==> config.mk <==
export PLATFORM = sky130hd
export DESIGN_NAME = mux_scan_ctrl_flat
export DESIGN_NICKNAME = d
export VERILOG_FILES = /design/src/rtl/mux_scan_ctrl_if.sv /design/src/rtl/mux_scan_ctrl.sv /design/src/flat_wrapper.sv
export SDC_FILE = /design/constraint.sdc
export NUM_CORES = 1
export LEC_CHECK = 0
export ABC_AREA = 0
export CELL_PAD_IN_SITES_DETAIL_PLACEMENT = 1
export CELL_PAD_IN_SITES_GLOBAL_PLACEMENT = 1
export CORE_MARGIN = 8
export CORE_UTILIZATION = 45
export DETAILED_ROUTE_END_ITERATION = 16
export HOLD_SLACK_MARGIN = 0.1
export PLACE_DENSITY_LB_ADDON = 0.1
export REMOVE_ABC_BUFFERS = 1
export SLEW_MARGIN = 20
export SYNTH_ARGS = -nofsm -noshare
export SYNTH_HDL_FRONTEND = slang
export SYNTH_SLANG_ARGS = --single-unit
==> constraint.sdc <==
create_clock -name Clk -period 3.6 [get_ports Clk]
set_input_delay 0.72 -clock Clk [delete_from_list [all_inputs] [get_ports Clk]]
set_output_delay 0.72 -clock Clk [all_outputs]
set_load 0.01 [all_outputs]
==> src/rtl/mux_scan_ctrl_if.sv <==
// Bundle of scan controls and display-drive outputs between the host and the scan sequencer.
// The master drives the controls; the slave (the sequencer) drives the select and enables.
interface mux_scan_ctrl_if #(
  parameter int unsigned DWELL_W = 16
);
  logic               En;
  logic               Sync;
  logic [DWELL_W-1:0] Dwell;
  logic [3:0]         Mask;
  logic [1:0]         S;
  logic [3:0]         Dig;
  logic               Blank;
  logic               FrameDone;

  modport master (
    output En, Sync, Dwell, Mask,
    input  S, Dig, Blank, FrameDone
  );

  modport slave (
    input  En, Sync, Dwell, Mask,
    output S, Dig, Blank, FrameDone
  );
endinterface

==> src/rtl/mux_scan_ctrl.sv <==
// Display scan sequencer: walks the mux select over unmasked digits with a
// programmable dwell, a fixed blanking gap between digits and a wrap marker.
module mux_scan_ctrl #(
  parameter int unsigned DWELL_W = 16,
  parameter int unsigned BLANK   = 4
) (
  input logic            Clk,
  input logic            Reset,
  mux_scan_ctrl_if.slave bus
);

  localparam int unsigned GAP_W    = 8;
  localparam logic [GAP_W-1:0] GAP_LAST = GAP_W'(BLANK - 1);

  typedef enum logic [1:0] {
    ST_IDLE = 2'd0,
    ST_SHOW = 2'd1,
    ST_GAP  = 2'd2
  } state_e;

  state_e             state_q, state_d;
  logic [1:0]         s_q, s_d;
  logic [3:0]         dig_q, dig_d;
  logic               blank_q, blank_d;
  logic               frame_done_q, frame_done_d;
  logic [DWELL_W-1:0] dwell_cnt_q, dwell_cnt_d;
  logic [DWELL_W-1:0] dwell_len_q, dwell_len_d;
  logic [GAP_W-1:0]   gap_cnt_q, gap_cnt_d;
  logic               restart_q, restart_d;

  logic [2:0]         first_c;
  logic [2:0]         after_c;
  logic [2:0]         sel_c;
  logic [DWELL_W-1:0] eff_dwell_c;

  // Returns {found, index}: first unmasked position at start, start+1, ... modulo 4.
  function automatic logic [2:0] find_unmasked(input logic [1:0] start, input logic [3:0] mask);
    logic [2:0] r;
    logic [1:0] idx;
    r = 3'b000;
    for (int k = 3; k >= 0; k--) begin
      idx = start + 2'(k);
      if (!mask[idx]) r = {1'b1, idx};
    end
    return r;
  endfunction

  always_comb begin
    state_d      = state_q;
    s_d          = s_q;
    frame_done_d = 1'b0;
    dwell_cnt_d  = dwell_cnt_q;
    dwell_len_d  = dwell_len_q;
    gap_cnt_d    = gap_cnt_q;
    restart_d    = restart_q;
    sel_c        = 3'b000;

    first_c     = find_unmasked(2'd0, bus.Mask);
    after_c     = find_unmasked(s_q + 2'd1, bus.Mask);
    eff_dwell_c = (bus.Dwell == '0) ? DWELL_W'(1) : bus.Dwell;

    if (!bus.En) begin
      state_d     = ST_IDLE;
      dwell_cnt_d = '0;
      gap_cnt_d   = '0;
      restart_d   = 1'b0;
    end else if (bus.Sync) begin
      // Restart marker: the following selection starts over from position 0 without a wrap pulse.
      state_d     = ST_GAP;
      dwell_cnt_d = '0;
      gap_cnt_d   = '0;
      restart_d   = 1'b1;
    end else begin
      case (state_q)
        ST_IDLE: begin
          if (first_c[2]) begin
            state_d     = ST_SHOW;
            s_d         = first_c[1:0];
            dwell_cnt_d = '0;
            dwell_len_d = eff_dwell_c;
          end
        end
        ST_SHOW: begin
          if (dwell_cnt_q == dwell_len_q - DWELL_W'(1)) begin
            state_d     = ST_GAP;
            dwell_cnt_d = '0;
            gap_cnt_d   = '0;
          end else begin
            dwell_cnt_d = dwell_cnt_q + DWELL_W'(1);
          end
        end
        ST_GAP: begin
          if (gap_cnt_q == GAP_LAST) begin
            sel_c     = restart_q ? first_c : after_c;
            restart_d = 1'b0;
            gap_cnt_d = '0;
            if (!sel_c[2]) begin
              state_d = ST_IDLE;
            end else begin
              state_d      = ST_SHOW;
              s_d          = sel_c[1:0];
              dwell_cnt_d  = '0;
              dwell_len_d  = eff_dwell_c;
              frame_done_d = !restart_q && (sel_c[1:0] <= s_q);
            end
          end else begin
            gap_cnt_d = gap_cnt_q + GAP_W'(1);
          end
        end
        default: begin
          state_d = ST_IDLE;
        end
      endcase
    end

    // Display drive is derived from the next state so it lines up with the registered select.
    dig_d   = (state_d == ST_SHOW) ? (4'b0001 << s_d) : 4'b0000;
    blank_d = (state_d != ST_SHOW);
  end

  always_ff @(posedge Clk or posedge Reset) begin
    if (Reset) begin
      state_q      <= ST_IDLE;
      s_q          <= 2'b00;
      dig_q        <= 4'b0000;
      blank_q      <= 1'b1;
      frame_done_q <= 1'b0;
      dwell_cnt_q  <= '0;
      dwell_len_q  <= DWELL_W'(1);
      gap_cnt_q    <= '0;
      restart_q    <= 1'b0;
    end else begin
      state_q      <= state_d;
      s_q          <= s_d;
      dig_q        <= dig_d;
      blank_q      <= blank_d;
      frame_done_q <= frame_done_d;
      dwell_cnt_q  <= dwell_cnt_d;
      dwell_len_q  <= dwell_len_d;
      gap_cnt_q    <= gap_cnt_d;
      restart_q    <= restart_d;
    end
  end

  assign bus.S         = s_q;
  assign bus.Dig       = dig_q;
  assign bus.Blank     = blank_q;
  assign bus.FrameDone = frame_done_q;

endmodule

==> src/flat_wrapper.sv <==
// flat-port wrapper written by rule: the top's interface ports become plain ports
module mux_scan_ctrl_flat 
#(
  parameter int unsigned DWELL_W = 16,
  parameter int unsigned BLANK   = 4
)
  (Clk, Reset, bus_En, bus_Sync, bus_Dwell, bus_Mask, bus_S, bus_Dig, bus_Blank, bus_FrameDone);
  mux_scan_ctrl_if #(.DWELL_W(DWELL_W)) bus_i ();
  input logic Clk;
  input logic Reset;
  input wire logic [$bits(bus_i.En)-1:0] bus_En;
  input wire logic [$bits(bus_i.Sync)-1:0] bus_Sync;
  input wire logic [$bits(bus_i.Dwell)-1:0] bus_Dwell;
  input wire logic [$bits(bus_i.Mask)-1:0] bus_Mask;
  output wire logic [$bits(bus_i.S)-1:0] bus_S;
  output wire logic [$bits(bus_i.Dig)-1:0] bus_Dig;
  output wire logic [$bits(bus_i.Blank)-1:0] bus_Blank;
  output wire logic [$bits(bus_i.FrameDone)-1:0] bus_FrameDone;
  assign bus_i.En = bus_En;
  assign bus_i.Sync = bus_Sync;
  assign bus_i.Dwell = bus_Dwell;
  assign bus_i.Mask = bus_Mask;
  assign bus_S = bus_i.S;
  assign bus_Dig = bus_i.Dig;
  assign bus_Blank = bus_i.Blank;
  assign bus_FrameDone = bus_i.FrameDone;
  mux_scan_ctrl #(.DWELL_W(DWELL_W), .BLANK(BLANK)) u_core (.Clk(Clk), .Reset(Reset), .bus(bus_i));
endmodule
==> impl_results.md, run 1 <==
* Post-CTS setup buffers at 0
* Top delay family on crit path: compound AO/OA/AOI/OAI gates
* Worst hold slack at 0.5402 ns
* Clk_lat worst skew at 0.30 ns
* Antenna fix cells at 0
* TritonCTS clock tree: yes
* Total chip power at 1539 uW
* FILL cells at 859
* Largest net degree at the start of global routing at 24
* Worst Path Arrival at 3.17 ns
* Async SR Flop Fraction at 1.000
* Synth Warn # at 0
* Clk sinks at 51
* Vias after detailed routing at 2733
* Max Freq at 0.3356 GHz
* Initial Utilization at 0.4610
* Wire length per cell at 17.39 microns
* Number of global-route vias before repair at 2915
* Worst setup path category: flip-flop to flip-flop
* HP Class: flip-flop to flip-flop
* Area of the multi-input gates at 1917 sq um
* Post-synth EDFFs at 0
* Initial antenna violation count at 0
* CTS root buffer: clkbuf_8
* Setup WS post-layout at 0.6204 ns
* Syn Std Cell Area at 3326 sq um
* Final hold violation count at 0
* First-pass GRT wire length at 14.56 mm
* Hold_buf cts at 0
* Worst Path Max Fanout at 6
* Rows at 31
* Via density at 5.600
* Power Dens Cells at 398.2 nW/um^2
* CP required at 3.80 ns
* PostCTS Resize Cnt at 0
* First-pass iteration count of the detailed router at 4
* Cts bufs inserted at 5
* Die height at 102.0 microns
* Max-Cap Viols at 0
* HPWL Detailed at 6.503 mm
* Clock-pin slew on the worst setup and hold paths at 0.10 ns
* Layout cells sized above 1 at 0.1414
* H-tree lvl count at 2
* LEAKAGE at 0.001545 uW
* Count of routing violations after the opening detailed-route iteration at 86
* Drt drc at 0
* Area Growth Syn to Fin at 16.22%
* Final setup viols at 0
* Gr ovfl total at 0
* Register area share after synthesis at 0.3845
* Predominant post-synthesis flop cell: dfrtp_1
* FF/Latch Area at 1279 sq um
* WP buf/inv at 2
* Worst Tran Pin Value at 0.7238 ns
* Slowest CP cell: o41a_4
* I/O pin count at 32
* Clock buffer depth at 2
* Max-Slew Margin vs Limit at 0.5124
* Die Width at 102.0 microns
* Synth cell types at 66
* Crit path largest cell delay at 0.47 ns
* Mapped Avg Cell Area at 9.395 sq um
* Max VDD drop at 0.2394 mV
* Fin. max-slew vios at 0
* Fin Clk Skew at 0.009664 ns
* Yosys top cell area share at 0.3687
* Core area at 7214 sq um
* Cell count after synthesis at 354
* Finished Core Util at 0.5357
* GRT Util Overall at 0.1767
* RSZ-0062 raised after global routing: no
* Dominant cell type by area after synthesis: dfrtp_1
* Outcome: completed
* Crit path time final at 2.980 ns
* Antenna-violating nets left at 0
* I/O Buffers at 31
* Largest cells by area after synthesis: dfrtp_1, xnor2_1, mux2_2
* CP Capture Type: flip-flop
* Final GP Congestion at 0.8255
* Die Area at 10400 sq um
* Seq cells post-synth at 51
* Drt total wl at 8.485 mm
* CP Cell Sequence: inv_1 -> ha_1 -> nor3b_2 -> a211oi_1 -> a31o_1 -> o31ai_4 -> o41ai_2 -> buf_4 -> o41a_4 -> nor4b_2
* Period utilization at 0.8277
* Setup TNS at 0 ns
* Startpoint type of the worst setup path: flip-flop
* Nets at 421
* Place WS at 0.6242 ns
-- metrics by stage --
step                cell area, sq um  cells
floorplan                       3259    341
global placement                3761    480
detailed placement              3761    480
CTS                             3865    488
global route                    3865    488
finish                          3865    488
-- power by group --
part           leakage (uW)  total [uW]  internal (uW)  switching [uW]
logic              0.000827         444            218             225
clock network     0.0000505         373            175             198
registers          0.000667         722            629            93.1
-- synth_stat cells, types with 2 or more instances --
library cell and number:
a211oi_1 4, a21oi_1 14, a22o_1 5, a311oi_1 2
a31o_1 2, and2_1 2, buf_2 3, clkbuf_1 6
clkbuf_2 2, dfrtp_1 49, dfstp_2 2, ha_1 9
inv_1 17, mux2_2 15, mux2i_1 2, nand2_1 35
nand2b_1 7, nand3_1 9, nand4_1 10, nor2_1 34
nor2b_1 5, nor3_1 10, nor3b_1 2, nor4_1 8
nor4b_1 2, nor4b_2 2, o21ai_0 19, o22ai_1 3
o41ai_2 2, or2_2 2, or3_1 5, xnor2_1 20
xor2_1 12
-- flip-flops by register name (all words and copies together), names as in the netlist --
name,count
u_core.dwell_cnt_q,16
u_core.dwell_len_q,16
u_core.gap_cnt_q,8
u_core.bus.Dig,4
u_core.bus.S,2
u_core.state_q,2
u_core.bus.Blank,1
u_core.bus.FrameDone,1
u_core.restart_q,1
-- final timing paths --
path                                              startpoint                                end  slack, ns  cells after the start
max                        u_core.dwell_len_q[1]$_DFFE_PP0P_        u_core.bus.Dig[1]$_DFF_PP0_       0.62                     10
min                        u_core.dwell_len_q[0]$_DFFE_PP1P_  u_core.dwell_len_q[0]$_DFFE_PP1P_       0.54                      2
max reg2reg                u_core.dwell_len_q[1]$_DFFE_PP0P_        u_core.bus.Dig[1]$_DFF_PP0_       0.62                     10
min reg2reg                u_core.dwell_len_q[0]$_DFFE_PP1P_  u_core.dwell_len_q[0]$_DFFE_PP1P_       0.54                      2
max in group asynchronous                              Reset  u_core.dwell_len_q[0]$_DFFE_PP1P_       2.17                      3
min in group asynchronous                              Reset  u_core.dwell_cnt_q[2]$_DFFE_PP0P_       0.75                      2
-- cells by family after synthesis --
| logic type | count (synthesis) | synth area share |
|---|---|---|
| flops | 51 | 0.3845 |
| compound gates | 68 | 0.1531 |
| xor+xnor | 34 | 0.09594 |
| mux | 17 | 0.05681 |
| simple gates | 145 | 0.2366 |
| fa+ha+maj | 9 | 0.03386 |
| buf+inv | 30 | 0.03913 |
-- layout by cell type (no fill, tap or decap), types with 12 or more instances in the layout --
cell,synthesis,routed
a21oi_1,14,14
clkdlybuf4s50_1,0,31
dfrtp_1,49,49
inv_1,17,16
mux2_2,15,15
nand2_1,35,35
nor2_1,34,34
o21ai_0,19,19
xnor2_1,20,20
xor2_1,12,12
-- worst register-to-register path, cell delays in order, from the launching register on --
cell,delay (ns)
dfrtp_1,0.44
inv_1,0.08
ha_1,0.24
nor3b_2,0.39
a211oi_1,0.13
a31o_1,0.23
o31ai_4,0.30
o41ai_2,0.12
buf_4,0.17
o41a_4,0.47
nor4b_2,0.30
-- layout make-up --
cell class                 count  share of cell area
clock inverter                 1            0.001942
inverter                      17             0.01651
tap                           99             0.03205
timing repair buffer          40             0.09777
multi-input combinational    273              0.4960
sequential                    51              0.3309
clock buffer                   7             0.02493
-- per-layer routing --
layer	vias to the layer above	track usage	share of wire	wire, microns
met5	-	0	0	0
met1	1360	0.2061	0.43	3656
met2	34	0.3253	0.53	4507
li1	1333	-	-	-
met4	0	0.04289	0.010	89
met3	6	0.02997	0.027	231
No activity file was read; power rests on OpenSTA's default activity.
==> run 2, diff against run 1 <==
- clock period: 3.6 -> 3.1 ns (I/O delays scaled with it)
==> impl_results.md, run 2 (synthesis results as in run 1) <==
* Outcome: completed (unchanged)
* Worst Path Arrival at 3.12 ns (was 3.17 ns)
* I/O Buffers at 31 (unchanged)
* TritonCTS clock tree: yes (unchanged)
* CP required at 3.35 ns (was 3.80 ns)
* Setup TNS at 0 ns (unchanged)
* Hold path cells at 1 (was 2)
* First-pass GRT wire length at 15.01 mm (was 14.56 mm)
* HPWL Detailed at 6.765 mm (was 6.503 mm)
* Die Width at 102.0 microns (unchanged)
* Period utilization at 0.9239 (was 0.8277)
* Largest net degree at the start of global routing at 34 (was 24)
* Count of routing violations after the opening detailed-route iteration at 63 (was 86)
* Crit path largest cell delay at 0.59 ns (was 0.47 ns)
* Slowest CP cell: dfstp_2 (was o41a_4)
* HP Start: u_core.gap_cnt_q[0]$_DFFE_PP0P_ (was u_core.dwell_len_q[0]$_DFFE_PP1P_)
* Clk sinks at 51 (unchanged)
* Area of the multi-input gates at 1923 sq um (was 1917 sq um)
* FF/Latch Area at 1279 sq um (unchanged)
* Leading cell types in the layout, fill and taps excluded: dfrtp_1, nand2_1, nor2_1 (unchanged)
* Drt total wl at 8.777 mm (was 8.485 mm)
* Vias after detailed routing at 2769 (was 2733)
* Wire length per cell at 17.88 microns (was 17.39 microns)
* I/O pin count at 32 (unchanged)
* Layout cells sized above 1 at 0.1454 (was 0.1414)
* FILL cells at 853 (was 859)
* Fin. max-slew vios at 0 (unchanged)
* Total chip power at 1777 uW (was 1539 uW)
* GRT Util Overall at 0.1813 (was 0.1767)
* Antenna fix cells at 0 (unchanged)
* Final setup viols at 0 (unchanged)
* H-tree lvl count at 2 (unchanged)
* CP Capture Type: flip-flop (unchanged)
* Nets at 424 (was 421)
* Finished Core Util at 0.5385 (was 0.5357)
* Die Area at 10400 sq um (unchanged)
* Rows at 31 (unchanged)
* LEAKAGE at 0.001561 uW (was 0.001545 uW)
* Crit path time final at 2.864 ns (was 2.980 ns)
* Final GP Congestion at 0.7892 (was 0.8255)
* Worst Path Max Fanout at 12 (was 6)
* Startpoint type of the worst setup path: flip-flop (unchanged)
* Power Dens Cells at 457.4 nW/um^2 (was 398.2 nW/um^2)
* Final non-filler cell total at 491 (was 488)
* Die height at 102.0 microns (unchanged)
* Clk_lat worst skew at 0.31 ns (was 0.30 ns)
* Reg-to-reg startpoint: u_core.dwell_len_q[0]$_DFFE_PP1P_ (was u_core.dwell_len_q[1]$_DFFE_PP0P_)
* Max-Slew Margin vs Limit at 0.5192 (was 0.5124)
* Reg2Reg Setup Slack at 0.24 ns (was 0.62 ns)
* Core area at 7214 sq um (unchanged)
* Dpl cells at 483 (was 480)
* Initial Utilization at 0.4610 (unchanged)
* Most common cell after layout, fill and taps aside: dfrtp_1 (unchanged)
* Fin Clk Skew at 0.006747 ns (was 0.009664 ns)
* Worst setup path category: flip-flop to flip-flop (unchanged)
* Setup WS post-layout at 0.2360 ns (was 0.6204 ns)
* Max-Cap Viols at 0 (unchanged)
* Via density at 5.640 (was 5.600)
* Number of global-route vias before repair at 3092 (was 2915)
* Clock-pin slew on the worst setup and hold paths at 0.10 ns (about the same)
* Top flop regs: u_core.dwell_cnt_q x16, u_core.dwell_len_q x16, u_core.gap_cnt_q x8 (unchanged)
* FF-to-FF path depth at 10 (unchanged)
* Gr ovfl total at 0 (unchanged)
* Drt drc at 0 (unchanged)
* Max Freq at 0.3492 GHz (was 0.3356 GHz)
* CTS root buffer: clkbuf_8 (unchanged)
* Area Growth Syn to Fin at 16.82% (was 16.22%)
* Cts bufs inserted at 5 (unchanged)
* Place WS at 0.2037 ns (was 0.6242 ns)
* Clock buffer depth at 2 (unchanged)
* Initial antenna violation count at 0 (unchanged)
* Max VDD drop at 0.2339 mV (was 0.2394 mV)
* Worst r2r dst: u_core.gap_cnt_q[5]$_DFFE_PP0P_ (was u_core.bus.Dig[1]$_DFF_PP0_)
* Worst Tran Pin Value at 0.7201 ns (was 0.7238 ns)
* WHS Endpoint: u_core.gap_cnt_q[0]$_DFFE_PP0P_ (was u_core.dwell_len_q[0]$_DFFE_PP1P_)
* RSZ-0062 raised after global routing: no (unchanged)
* HP Class: flip-flop to flip-flop (unchanged)
* CP Cell Sequence: inv_1 -> ha_1 -> nor2b_1 -> or3_1 -> o211ai_1 -> o2111ai_2 -> o41ai_2 -> buf_4 -> and2_1 -> a22o_1 (was inv_1 -> ha_1 -> nor3b_2 -> a211oi_1 -> a31o_1 -> o31ai_4 -> o41ai_2 -> buf_4 -> o41a_4 -> nor4b_2)
* First-pass iteration count of the detailed router at 4 (unchanged)
* Antenna-violating nets left at 0 (unchanged)
* Final hold violation count at 0 (unchanged)
## run 2: cell count changes in the layout (fill, tap and decap cells not counted), sizes merged
cell / previous run / this run
clkinvlp: 1 / 0
clkinv: 0 / 1
buf: 9 / 12
## run 2: how the worst max path moves through the flow
stage,startpoint,to,slack [ns],cells past startpoint
after floorplan,u_core.dwell_len_q[0]$_DFFE_PP1P_,u_core.gap_cnt_q[3]$_DFFE_PP0P_,0.34,9
after global placement,u_core.dwell_len_q[0]$_DFFE_PP1P_,u_core.gap_cnt_q[5]$_DFFE_PP0P_,0.33,10
after detailed placement,u_core.dwell_len_q[1]$_DFFE_PP0P_,u_core.bus.Dig[0]$_DFF_PP0_,0.20,10
after CTS,u_core.dwell_len_q[1]$_DFFE_PP0P_,u_core.bus.Dig[0]$_DFF_PP0_,0.17,10
after global routing,u_core.dwell_len_q[1]$_DFFE_PP0P_,u_core.bus.Dig[0]$_DFF_PP0_,0.05,10
final,u_core.dwell_len_q[0]$_DFFE_PP1P_,u_core.gap_cnt_q[5]$_DFFE_PP0P_,0.24,10
## run 2: report_power, final
group,total (uW),internal [uW],switching [uW]
registers,843,731,112
clock network,415,184,231
logic,519,256,263
## run 2: routing by layer
layer / up-vias / share of wire / track usage
li1: 1342 / - / -
met1: 1394 / 0.43 / 0.2063
met2: 25 / 0.53 / 0.3378
met3: 8 / 0.029 / 0.03474
met4: 0 / 0.011 / 0.04289
met5: - / 0 / 0
## run 2: cell type report
type,count,area share
Inverter,17,0.01643
Clock buffer,7,0.02222
Tap cell,99,0.03188
Clock inverter,1,0.002254
Sequential cell,51,0.3291
Multi-Input combinational cell,273,0.4950
Timing Repair Buffer,43,0.1031
## run 2: worst max-delay path: cells and delay by family (launching register included)
family | cells | cell delay (ns)
and+or+nand+nor | 3 | 0.80
DFF | 1 | 0.59
buffers and inverters | 2 | 0.31
adders and majority gates | 1 | 0.27
AOI/OAI and AO/OA | 4 | 0.84
## run 2: repair_timing
action                     in CTS  in global routing
resized for setup               0                  1
setup endpoints to repair       0                  1
setup buffers                   0                  0
hold buffers                    0                  0
## run 2: through the flow
step,hold slack [ns],cell area [sq um]
2_1_floorplan,0.4882,3259
6_report,0.5460,3885
4_1_cts,0.5491,3879
3_5_place_dp,0.5272,3784
3_3_place_gp,0.5120,3784
5_1_grt,0.5663,3885
==> patch: new RTL, settings of run 2 <==
Re-encode `state_e` (3 states) as one-hot, 3 bits wide.
--- a/src/rtl/mux_scan_ctrl.sv
+++ b/src/rtl/mux_scan_ctrl.sv
@@ -13,8 +13,8 @@
   localparam logic [GAP_W-1:0] GAP_LAST = GAP_W'(BLANK - 1);
 
-  typedef enum logic [1:0] {
-    ST_IDLE = 2'd0,
-    ST_SHOW = 2'd1,
-    ST_GAP  = 2'd2
+  typedef enum logic [2:0] {
+    ST_IDLE = 3'b001,
+    ST_SHOW = 3'b010,
+    ST_GAP  = 3'b100
   } state_e;
 
Formal check against the unedited RTL: same outputs for any inputs over 10 cycles, from zero or initial values and one cycle with Reset high; not proved beyond that.
==> patch against run 2 <==
Sequential share of layout area rose by 2.9 points; total power is 2.6% higher; utilization grew 0.45 points; routed wire length fell by 8.8%; setup slack worse by 11 ps; largest power group unchanged; sequential power up 3.3%; synthesized area shrank 7.1%; design area decreased by 6.1%; first-iteration DRC count up 41%; sequential cell count increased by 1; via count decreased by 7.1%; combinational power shrank 13%.
==> patch: results (changes against run 2) <==
<table>
<tr><th>Metric</th><th>Value</th></tr>
<tr><th colspan="2">Routing</th></tr>
<tr><td>Routed wire per std cell</td><td>18.4 um (+2.7%)</td></tr>
<tr><td>Total number of vias</td><td>2,572 (-7.1%)</td></tr>
<tr><th colspan="2">Power</th></tr>
<tr><td>Leakage power summed over all cells</td><td>1.42 nW (-9.1%)</td></tr>
<tr><td>Worst IR drop on VDD</td><td>0.269 mV (+15%)</td></tr>
<tr><td>Power spent charging and discharging nets</td><td>0.000576 W (-5.0%)</td></tr>
<tr><th colspan="2">Cells and area</th></tr>
<tr><td>Final net count</td><td>384 (-9.4%)</td></tr>
<tr><td>Share of layout cells above drive strength 1</td><td>11.5% (-3.0 points)</td></tr>
<tr><th colspan="2">Place</th></tr>
<tr><td>Placement-stage cell area</td><td>3510 um^2 (-7.3%)</td></tr>
<tr><td>DPL Wire Length</td><td>5990 um (-11%)</td></tr>
<tr><td>Gp weighted congestion</td><td>0.853 (+8.1%)</td></tr>
<tr><td>Worst slack, placed</td><td>133 ps (-70.3 ps)</td></tr>
<tr><th colspan="2">GRT</th></tr>
<tr><td>GRT Resource Usage Total</td><td>17.0% (-1.1 points)</td></tr>
<tr><td>Global-route wire length before repair</td><td>13,600 um (-9.4%)</td></tr>
<tr><td>Maximum number of pins on one net before global-route repair</td><td>22 (-35%)</td></tr>
<tr><td>Vias in the first global route</td><td>2,786 (-9.9%)</td></tr>
<tr><th colspan="2">STA</th></tr>
<tr><td>Setup clock skew after layout</td><td>7.76 ps (+1.02 ps)</td></tr>
<tr><td>Slew @ Worst Pin</td><td>676 ps (-44.4 ps)</td></tr>
<tr><th colspan="2">Logic synthesis</th></tr>
<tr><td>Compound-gate portion of the synthesized area</td><td>14.3% (-1.1 points)</td></tr>
<tr><td>Post-synthesis sequential area ratio</td><td>42.2% (+3.8 points)</td></tr>
<tr><td>Post-synthesis mux area share</td><td>5.06% (-0.62 points)</td></tr>
<tr><td>List of most frequent post-synthesis cells</td><td>sky130_fd_sc_hd__dfrtp_1 (49), sky130_fd_sc_hd__nor2_1 (28), sky130_fd_sc_hd__nand2_1 (23)</td></tr>
<tr><td>Cell variety after synth</td><td>59 (-11%)</td></tr>
<tr><td>Synthesized-area fraction occupied by xor and xnor cells</td><td>9.92% (+0.33 points)</td></tr>
<tr><td>Post-synthesis share of cell area spent on full adders, half adders and majority gates</td><td>2.03% (-1.4 points)</td></tr>
<tr><td>Largest cells by area after synthesis</td><td>sky130_fd_sc_hd__dfrtp_1 (40%), sky130_fd_sc_hd__xor2_1 (5.4%), sky130_fd_sc_hd__mux2_2 (4.7%)</td></tr>
<tr><th colspan="2">Critical path</th></tr>
<tr><td>CP Data Arrival Time</td><td>3060 ps (-60 ps)</td></tr>
<tr><td>Crit-path max FO</td><td>9 (-3)</td></tr>
<tr><th colspan="2">Outcome</th></tr>
<tr><td>Result of the run</td><td>finished clean</td></tr>
</table>
patch: final timing paths:
check | startpoint | to | cells past startpoint | slack [ps]
min in group asynchronous | Reset | u_core.dwell_cnt_q[12]$_DFFE_PP0P_ | 2 | 590
max in group asynchronous | Reset | u_core.dwell_len_q[0]$_DFFE_PP1P_ | 3 | 1840
max | u_core.dwell_len_q[1]$_DFFE_PP0P_ | u_core.gap_cnt_q[7]$_DFFE_PP0P_ | 9 | 220
min reg2reg | u_core.dwell_len_q[15]$_DFFE_PP0P_ | u_core.dwell_len_q[15]$_DFFE_PP0P_ | 1 | 550
min | u_core.dwell_len_q[15]$_DFFE_PP0P_ | u_core.dwell_len_q[15]$_DFFE_PP0P_ | 1 | 550
max reg2reg | u_core.dwell_len_q[1]$_DFFE_PP0P_ | u_core.gap_cnt_q[7]$_DFFE_PP0P_ | 9 | 220
patch: metal layers:
layer	global-route usage, %	wire length, um	vias to the layer above
met5	0	0	-
met4	5.19	104	0
met3	3.24	214	8
met2	30.5	4120	29
met1	20.0	3570	1299
li1	-	-	1236
patch: cell type report:
| cell class | count | area, um^2 |
|---|---|---|
| well taps | 80 | 100 |
| multi-input cells | 245 | 1690 |
| inverters | 14 | 52.6 |
| clock buffers | 6 | 82.6 |
| flip-flops and latches | 52 | 1310 |
| fillers | 774 | 3070 |
| repair buffers | 37 | 380 |
| clock inverters | 2 | 38.8 |
patch: critical path, cell delays in order (launching register included):
cell	delay (ps)
sky130_fd_sc_hd__dfrtp_1	460
sky130_fd_sc_hd__inv_1	110
sky130_fd_sc_hd__ha_1	220
sky130_fd_sc_hd__nor4b_4	400
sky130_fd_sc_hd__nand3_1	140
sky130_fd_sc_hd__o32ai_1	300
sky130_fd_sc_hd__o211ai_1	120
sky130_fd_sc_hd__a2111o_1	600
sky130_fd_sc_hd__nor2_4	280
sky130_fd_sc_hd__o22ai_1	130
patch: logic make-up after synthesis:
logic type | after synthesis
XOR/XNOR | 35
buffers and inverters | 22
adder cells (fa/ha/maj) | 5
multiplexers | 14
AND/OR/NAND/NOR | 130
flip-flops | 52
AO/OA/AOI/OAI | 61
patch: metrics by stage:
step	total power (W)	instances	utilization, %
global placement	0.00131	427	52.2
detailed placement	0.00133	427	52.2
finish	0.00182	436	54.3
global route	0.00193	436	54.3
floorplan	0.00116	311	-
CTS	0.00184	435	54.0
patch: power by group through the flow:
stage,Combinational [W],Clock (W),Sequential (W)
global placement,0.000430,0,0.000878
finish,0.000451,0.000500,0.000871
CTS,0.000450,0.000520,0.000870
global route,0.000501,0.000537,0.000888
floorplan,0.000309,0,0.000853
detailed placement,0.000443,0,0.000884
